===== config.mk =====
export PLATFORM = sky130hd
export DESIGN_NAME = mem_refill_ctrl_flat
export DESIGN_NICKNAME = d
export VERILOG_FILES = /design/src/rtl/mem_refill_ctrl_pkg.sv /design/src/rtl/mem_refill_ctrl_if.sv /design/src/rtl/mem_refill_ctrl_mem_array.sv /design/src/rtl/mem_refill_ctrl.sv /design/src/flat_wrapper.sv
export SDC_FILE = /design/constraint.sdc
export NUM_CORES = 1
export LEC_CHECK = 0
export ABC_AREA = 1
export CELL_PAD_IN_SITES_DETAIL_PLACEMENT = 1
export CELL_PAD_IN_SITES_GLOBAL_PLACEMENT = 2
export CORE_MARGIN = 10
export CORE_UTILIZATION = 36
export DETAILED_ROUTE_END_ITERATION = 8
export GPL_TIMING_DRIVEN = 1
export PLACE_DENSITY_LB_ADDON = 0.05
export SYNTH_ARGS = -nofsm -noshare
export SYNTH_HDL_FRONTEND = slang
export SYNTH_HIERARCHICAL = 1
export SYNTH_SLANG_ARGS = --single-unit

===== constraint.sdc =====
create_clock -name clock -period 2.71 [get_ports clock]
set_clock_uncertainty 0.15 [all_clocks]
set_input_delay 0.4065 -clock clock [delete_from_list [all_inputs] [get_ports clock]]
set_output_delay 0.4065 -clock clock [all_outputs]
set_load 0.05 [all_outputs]

===== src/rtl/mem_refill_ctrl_pkg.sv =====
// Shared types and constants for the main-memory refill controller.
package mem_refill_pkg;
  localparam int unsigned MEM_WORDS = 16;
  localparam int unsigned DATA_W    = 3;
  localparam int unsigned ADDR_W    = 4;

  typedef enum logic [1:0] {IDLE, WB, RD, FIN} state_t;

  // Power-on / reset contents: each word holds the low bits of its own address.
  function automatic logic [DATA_W-1:0] init_word(input int unsigned i);
    return DATA_W'(i);
  endfunction
endpackage


===== src/rtl/mem_refill_ctrl_if.sv =====
// Cache <-> refill controller request/response bundle.
interface mem_refill_ctrl_if;
  import mem_refill_pkg::*;

  logic              req_valid;
  logic              req_ready;
  logic              req_wb;
  logic              req_refill;
  logic [ADDR_W-1:0] wb_addr;
  logic [DATA_W-1:0] wb_data;
  logic [ADDR_W-1:0] refill_addr;
  logic              resp_valid;
  logic [DATA_W-1:0] resp_data;
  logic              done;
  logic              busy;

  modport master (
    output req_valid, req_wb, req_refill, wb_addr, wb_data, refill_addr,
    input  req_ready, resp_valid, resp_data, done, busy
  );

  modport slave (
    input  req_valid, req_wb, req_refill, wb_addr, wb_data, refill_addr,
    output req_ready, resp_valid, resp_data, done, busy
  );
endinterface


===== src/rtl/mem_refill_ctrl_mem_array.sv =====
// 16x3 main-memory storage: synchronous write, combinational read, reset re-initialises contents.
module mem_array_16x3
  import mem_refill_pkg::*;
(
  input  logic              i_clk,
  input  logic              i_rst,
  input  logic              i_we,
  input  logic [ADDR_W-1:0] i_waddr,
  input  logic [DATA_W-1:0] i_wdata,
  input  logic [ADDR_W-1:0] i_raddr,
  output logic [DATA_W-1:0] o_rdata
);
  logic [DATA_W-1:0] r_mem [MEM_WORDS];

  always_ff @(posedge i_clk) begin
    if (i_rst) begin
      for (int unsigned i = 0; i < MEM_WORDS; i++) r_mem[i] <= init_word(i);
    end else if (i_we) begin
      r_mem[i_waddr] <= i_wdata;
    end
  end

  assign o_rdata = r_mem[i_raddr];
endmodule


===== src/rtl/mem_refill_ctrl.sv =====
// Miss-service sequencer: optional victim write-back, then optional refill read, each LATENCY cycles.
// Define MEM_REFILL_STATS_EN to add saturating refill / write-back commit counters.
module mem_refill_ctrl
  import mem_refill_pkg::*;
#(
  parameter int unsigned LATENCY = 2
) (
  input  logic       clock,
  input  logic       reset,
  mem_refill_ctrl_if.slave bus
`ifdef MEM_REFILL_STATS_EN
  ,
  output logic [7:0] stat_refills,
  output logic [7:0] stat_writebacks
`endif
);
  state_t            r_state, w_next;
  logic [3:0]        r_cnt;
  logic              r_ready, r_resp_valid;
  logic [DATA_W-1:0] r_resp_data;
  logic              r_refill;
  logic [ADDR_W-1:0] r_wb_addr, r_refill_addr;
  logic [DATA_W-1:0] r_wb_data;
  logic [DATA_W-1:0] w_rdata;
  logic              w_accept, w_last, w_wr_commit, w_rd_commit, w_done, w_busy;

  assign w_accept = bus.req_valid && r_ready;
  assign w_last   = (r_cnt == 4'(LATENCY - 1));

  always_ff @(posedge clock) begin
    if (reset) r_state <= IDLE;
    else       r_state <= w_next;
  end

  always_comb begin
    w_next = r_state;
    case (r_state)
      IDLE: if (w_accept) begin
        if (bus.req_wb)          w_next = WB;
        else if (bus.req_refill) w_next = RD;
        else                     w_next = FIN;
      end
      WB:   if (w_last) w_next = r_refill ? RD : FIN;
      RD:   if (w_last) w_next = FIN;
      FIN:  w_next = IDLE;
      default: w_next = IDLE;
    endcase
  end

  always_comb begin
    w_done      = (r_state == FIN);
    w_busy      = (r_state != IDLE);
    w_wr_commit = (r_state == WB) && w_last;
    w_rd_commit = (r_state == RD) && w_last;
  end

  // Counter restarts on every state change so each access phase counts from zero.
  always_ff @(posedge clock) begin
    if (reset)                                    r_cnt <= '0;
    else if (w_next != r_state)                   r_cnt <= '0;
    else if (r_state == WB || r_state == RD)      r_cnt <= r_cnt + 4'd1;
  end

  always_ff @(posedge clock) begin
    if (reset) begin
      r_ready       <= 1'b1;
      r_resp_valid  <= 1'b0;
      r_resp_data   <= '0;
      r_refill      <= 1'b0;
      r_wb_addr     <= '0;
      r_wb_data     <= '0;
      r_refill_addr <= '0;
    end else begin
      r_ready      <= (w_next == IDLE);
      r_resp_valid <= w_rd_commit;
      if (w_rd_commit) r_resp_data <= w_rdata;
      if (w_accept) begin
        r_refill      <= bus.req_refill;
        r_wb_addr     <= bus.wb_addr;
        r_wb_data     <= bus.wb_data;
        r_refill_addr <= bus.refill_addr;
      end
    end
  end

  mem_array_16x3 u_mem (
    .i_clk   (clock),
    .i_rst   (reset),
    .i_we    (w_wr_commit),
    .i_waddr (r_wb_addr),
    .i_wdata (r_wb_data),
    .i_raddr (r_refill_addr),
    .o_rdata (w_rdata)
  );

  assign bus.req_ready  = r_ready;
  assign bus.resp_valid = r_resp_valid;
  assign bus.resp_data  = r_resp_data;
  assign bus.done       = w_done;
  assign bus.busy       = w_busy;

`ifdef MEM_REFILL_STATS_EN
  logic [7:0] r_stat_rf, r_stat_wb;

  always_ff @(posedge clock) begin
    if (reset) begin
      r_stat_rf <= '0;
      r_stat_wb <= '0;
    end else begin
      if (w_rd_commit && r_stat_rf != '1) r_stat_rf <= r_stat_rf + 8'd1;
      if (w_wr_commit && r_stat_wb != '1) r_stat_wb <= r_stat_wb + 8'd1;
    end
  end

  assign stat_refills    = r_stat_rf;
  assign stat_writebacks = r_stat_wb;
`endif
endmodule


===== src/flat_wrapper.sv =====
// flat-port wrapper written by rule: the top's interface ports become plain ports
module mem_refill_ctrl_flat import mem_refill_pkg::*;
#(
  parameter int unsigned LATENCY = 2
)
  (clock, reset, bus_req_valid, bus_req_wb, bus_req_refill, bus_wb_addr, bus_wb_data, bus_refill_addr, bus_req_ready, bus_resp_valid, bus_resp_data, bus_done, bus_busy);
  mem_refill_ctrl_if bus_i ();
  input  logic clock;
  input  logic reset;
  input wire logic [$bits(bus_i.req_valid)-1:0] bus_req_valid;
  input wire logic [$bits(bus_i.req_wb)-1:0] bus_req_wb;
  input wire logic [$bits(bus_i.req_refill)-1:0] bus_req_refill;
  input wire logic [$bits(bus_i.wb_addr)-1:0] bus_wb_addr;
  input wire logic [$bits(bus_i.wb_data)-1:0] bus_wb_data;
  input wire logic [$bits(bus_i.refill_addr)-1:0] bus_refill_addr;
  output wire logic [$bits(bus_i.req_ready)-1:0] bus_req_ready;
  output wire logic [$bits(bus_i.resp_valid)-1:0] bus_resp_valid;
  output wire logic [$bits(bus_i.resp_data)-1:0] bus_resp_data;
  output wire logic [$bits(bus_i.done)-1:0] bus_done;
  output wire logic [$bits(bus_i.busy)-1:0] bus_busy;
  assign bus_i.req_valid = bus_req_valid;
  assign bus_i.req_wb = bus_req_wb;
  assign bus_i.req_refill = bus_req_refill;
  assign bus_i.wb_addr = bus_wb_addr;
  assign bus_i.wb_data = bus_wb_data;
  assign bus_i.refill_addr = bus_refill_addr;
  assign bus_req_ready = bus_i.req_ready;
  assign bus_resp_valid = bus_i.resp_valid;
  assign bus_resp_data = bus_i.resp_data;
  assign bus_done = bus_i.done;
  assign bus_busy = bus_i.busy;
  mem_refill_ctrl #(.LATENCY(LATENCY)) u_core (.clock(clock), .reset(reset), .bus(bus_i));
endmodule

[Yosys cells after proc, flatten, opt, wreduce, memory -nomap -nowiden]
Memories as Yosys holds them, arrays and structs flattened. A register that Yosys moved wholly into a read port is not among the register bits.
Cells that the tools add are included.
Operators by class
  $add $sub $neg: 1
  eq/ne operators: 5
  mux-type cells: 15
  reduce and logical (&&, ||, !) cells: 9
Operator list (number)
  $mux W1: 8
  $mux W2: 4
  $pmux W2 S4: 1
  $add A4 B1 Y4 const B: 1
  $eq A2 B2 Y1 const B: 2
  $eq A4 B1 Y1 const B: 1
  $logic_not A2 Y1: 2
  $mux W4: 1
  $logic_and A1 B1 Y1: 3
  $mux W3: 1
  $reduce_or A3 Y1: 1
  $eq A2 B1 Y1 const B: 1
  $ne A2 B2 Y1: 1
  $reduce_bool A2 Y1: 1
  $reduce_or A2 Y1: 1
  $logic_or A1 B1 Y1: 1
Storage, ports and cells
  register bits: 20
  RAM bits: 48
  bits of input ports: 16
  output and inout bits: 7
  logic and storage cells: 39
  memories kept: 1
Memories
  u_core.u_mem.r_mem: words 16, width 3, rd ports 1, clocked after Yosys merged registers in 1, wr ports 16, line mem_refill_ctrl_mem_array.sv:13  | logic [DATA_W-1:0] r_mem [MEM_WORDS];

[Depth between registers and ports, before layout]
  word-level depth: 7
  gate-level depth with buffers: 11
  mapped depth without buffers: 11

[Hierarchy]
Netlist, hierarchy kept.
By module, submodules not included
  mem_array_16x3: times used 1, cells an instance 309, area each 2539.9 µm², sequential area each 1441.4 µm²
  mem_refill_ctrl: times used 1, cells an instance 132, area each 1036.0 µm², sequential area each 460.4 µm²

[Worst setup path before layout]
OpenSTA, ideal clock, no wires.
  kind: flip-flop to flip-flop
  start point: register u_core.r_state[1]
  end point: memory u_core.u_mem.r_mem[15][0] (enable)
  setup time: 0.344 ns
  data arrival time: 1.455 ns
  required time: 2.216 ns
  path slack: 0.761 ns
  stages on the path, launching flop included: 9
  path buffers: 0
  period minus slack after synthesis: 1.949 ns
  cells stage by stage: dfxtp_1 inv_1 ha_1 nand3_2 inv_1 nand2_4 nor3_4 inv_2 o21ai_0
RTL lines
  from (decl): line mem_refill_ctrl.sv:17  | state_t r_state, w_next;
  from (signal assigned): line mem_refill_ctrl.sv:32  | else r_state <= w_next;
  to (decl): line mem_refill_ctrl_mem_array.sv:13

[Worst setup path in the final report]
  start point: register u_core.r_state[1]
  end point: output bus_busy
Between the ends
  longest elaborated chain between the ends: 1
RTL lines
  $reduce_bool A2 Y1: line mem_refill_ctrl.sv:52  | w_busy = (r_state != IDLE);
  to (decl): line flat_wrapper.sv:20  | output wire logic [$bits(bus_i.busy)-1:0] bus_busy;
Every way passes these cells.

==> Implementation_results.wiki <==
{| class="wikitable"
! Metric !! Value
|-
| Combinational cell fraction of total power || 0.304
|-
| Global-route wire length before repair || 15300 um
|-
| Cell variety after synth || 25
|-
| Measured slew at the worst slew-check pin || 0.797 ns
|-
| All-layer global routing usage || 0.137
|-
| Post-cts gate resize count || 0
|-
| Internal power || 0.00187 W
|-
| Post-route ant nets || 0
|-
| Max transition margin || 0.468
|-
| Prevailing post-synth register cell || edfxtp_1
|-
| Endpoint arrival time on the critical path || 1.99 ns
|-
| Most frequently used cell type in the post-synthesis netlist || nand2_1
|-
| Worst path slowest cell || clkdlybuf4s50_1
|-
| # Max-Cap Violations || 0
|-
| Deepest clock path buffer count || 2
|-
| Post-DP HPWL || 6610 um
|-
| Clock insertion delay at the later pin of the skew report || 0.34 ns
|-
| Async SR Flop Fraction || 0
|-
| Post-layout min period || 2.54 ns
|-
| Crit-path most repeated cell || inv_1
|-
| Inserted Clock Buffers || 9
|-
| Slowest Stage Delay on Critical Path || 0.79 ns
|-
| Hold-fix buffer count after cts || 0
|-
| DRC || 0
|-
| Cells after Synth || 441
|-
| Flip-flop and latch count after synthesis || 71
|-
| Critical path fanouts, max || 6
|-
| Number of inserted diodes || 0
|-
| Detailed-route vias per instance || 4.62
|-
| Placed instance area || 3930 um2
|-
| Critical setup path kind || flip-flop to primary output
|-
| Portion of synthesized cell area occupied by the leading cell type || 0.403
|-
| Vertical extent of the die || 120 um
|-
| Combined area of all synthesized cells || 3580 um2
|-
| Layout area overhead || 14.4%
|-
| Fmax achieved || 393 MHz
|-
| Worst VDD drop || 0.333 mV
|-
| Share of the clock period used by the worst path after layout || 0.938
|-
| Number of detailed-route iterations in the first pass || 4
|-
| Synth warn || 6
|-
| Fin. Hold Viols || 0
|-
| Part of the power in registers || 0.450
|-
| Min Hold Slack || 0.301 ns
|-
| Cell types with the largest area share after synthesis || edfxtp_1, dfxtp_1, nand2_1
|-
| Mean area per synthesized cell || 8.11 um2
|-
| WL per Instance || 14.9 um
|-
| Initial antenna violation count || 0
|-
| Post-synthesis net count || 465
|-
| Std cell rows || 36
|-
| Share of cells above drive strength 1 || 0.0810
|-
| Initial core utilization || 0.368
|-
| Clk pwr share || 0.246
|-
| Largest net degree at the start of global routing || 26
|-
| Worst Hold Class || flip-flop to flip-flop
|-
| Vias in the first global route || 3008
|-
| Total wire length || 8980 um
|-
| Total of endpoints with negative setup slack in the final report || 0
|-
| Core box area || 9730 um2
|-
| Startpoint type of the worst setup path || flip-flop
|-
| Master cell of the clock root buffer || clkbuf_8
|-
| RSZ-0062 raised after global routing || no
|-
| Required time at the worst-slack endpoint || 2.15 ns
|-
| Post-synthesis sequential area ratio || 0.532
|-
| Number of port buffers || 22
|-
| Clock Pin Slew Worst Setup and Hold Paths || 0.07 ns
|-
| Switching power total || 0.00106 W
|-
| Setup Fix Bufs, Post-CTS || 0
|-
| CTS tree || done
|-
| Most frequent cells after synthesis || nand2_1, inv_1, nor2_1, edfxtp_1, nand3_1
|-
| Max-slew violation count || 0
|-
| Sort of element at the end of the critical path || primary output
|-
| Total number of nets in the final design || 488
|-
| Die extent in x || 120 um
|-
| Final core occ || 0.420
|-
| Leakage || 1.71 nW
|-
| Switching part of the total power || 0.363
|-
| Result of the run || finished clean
|-
| Number of levels in the clock H-tree || 3
|-
| Clock Sinks || 71
|-
| Chain of cells forming the critical path || inv_1 -> ha_1 -> inv_1 -> clkdlybuf4s50_1
|-
| Finished Cell Area || 4090 um2
|-
| Number of ports placed on the die boundary || 23
|-
| Number of enable-type register cells in the synthesized netlist || 48
|-
| Pwr dens || 717 nW/um2
|-
| Count of vias placed by the detailed router || 2782
|-
| Area leader, netlist || edfxtp_1
|-
| DR iter-0 viols || 139
|-
| Aggregate global routing overflow || 0
|-
| Die outline area || 14300 um2
|-
| Weighted congestion at the end of routability-driven global placement || 0.749
|-
| Accumulated negative setup slack || 0 ns
|}
[metal layers]
layer	up-vias	track usage	routed length [um]
met5	-	0	0
li1	1417	-	-
met1	1317	0.166	4110
met3	11	0.0234	240
met2	37	0.230	4460
met4	0	0.0671	171
[cell type report]
| cell class | count | area [um2] |
|---|---|---|
| clock inverter | 2 | 8.76 |
| tap | 133 | 166 |
| timing repair buffer | 26 | 250 |
| clock buffer | 14 | 153 |
| fill | 1215 | 5640 |
| sequential | 71 | 1900 |
| inverter | 74 | 278 |
| multi-input combinational | 282 | 1330 |
[cell families (layout without fill, tap and decap cells)]
family	after synthesis	after routing	synth area share
and+or+nand+nor	245	245	0.299
buffers and inverters	88	116	0.0955
DFF	71	71	0.532
AOI/OAI and AO/OA	26	26	0.0381
adders and majority gates	8	8	0.0280
xor gates and xnor gates	3	3	0.00735
[flip-flops by register name (all words and copies together) (netlist names)]
| register | cells |
|---|---|
| u_core/bus.resp_valid | 1 |
| u_core/u_mem/r_mem | 48 |
| u_core/r_wb_addr | 4 |
| u_core/bus.req_ready | 1 |
| u_core/r_refill_addr | 4 |
| u_core/bus.resp_data | 3 |
| u_core/r_wb_data | 3 |
| u_core/r_cnt | 4 |
| u_core/r_state | 2 |
| u_core/r_refill | 1 |
[final timing paths]
| kind | start | endpoint | slack, ns | cells after the start |
|---|---|---|---|---|
| max reg2reg | u_core/r_state[1] | u_core/u_mem/r_mem[7][1] | 0.43 | 8 |
| min | u_core/bus.resp_data[2] | u_core/bus.resp_data[2] | 0.30 | 2 |
| max | u_core/r_state[1] | bus_busy | 0.17 | 4 |
| min reg2reg | u_core/bus.resp_data[2] | u_core/bus.resp_data[2] | 0.30 | 2 |
[power by group through the flow]
stage / logic (W) / clock network, W / registers [W]
2_1_floorplan: 0.000596 / 0 / 0.00136
3_3_place_gp: 0.000893 / 0 / 0.00134
3_5_place_dp: 0.000905 / 0 / 0.00135
4_1_cts: 0.000908 / 0.000751 / 0.00132
5_1_grt: 0.00101 / 0.000790 / 0.00134
6_report: 0.000890 / 0.000721 / 0.00132
[through the flow]
stage                     cells  power, W  setup slack, ns
final                       602   0.00293            0.167
after floorplan             441   0.00196            0.761
after global placement      586   0.00224            0.423
after global routing        602   0.00314           0.0616
after CTS                   602   0.00298            0.126
after detailed placement    586   0.00225            0.364
[critical path, delay by kind of cell, from the launching register on]
family	cells	cell delay [ns]
fa+ha+maj	1	0.20
buf+inv	3	0.99
flops	1	0.45
[cell usage in the layout (no fill, tap or decap), types with 8 or more instances in the layout]
cell	count
ha_1	8
o21ai_0	17
inv_1	67
nand3_1	47
edfxtp_1	48
dfxtp_1	23
nand2_1	119
clkbuf_8	10
clkdlybuf4s50_1	22
nor2_1	63
No activity file was read; power rests on OpenSTA's default activity.
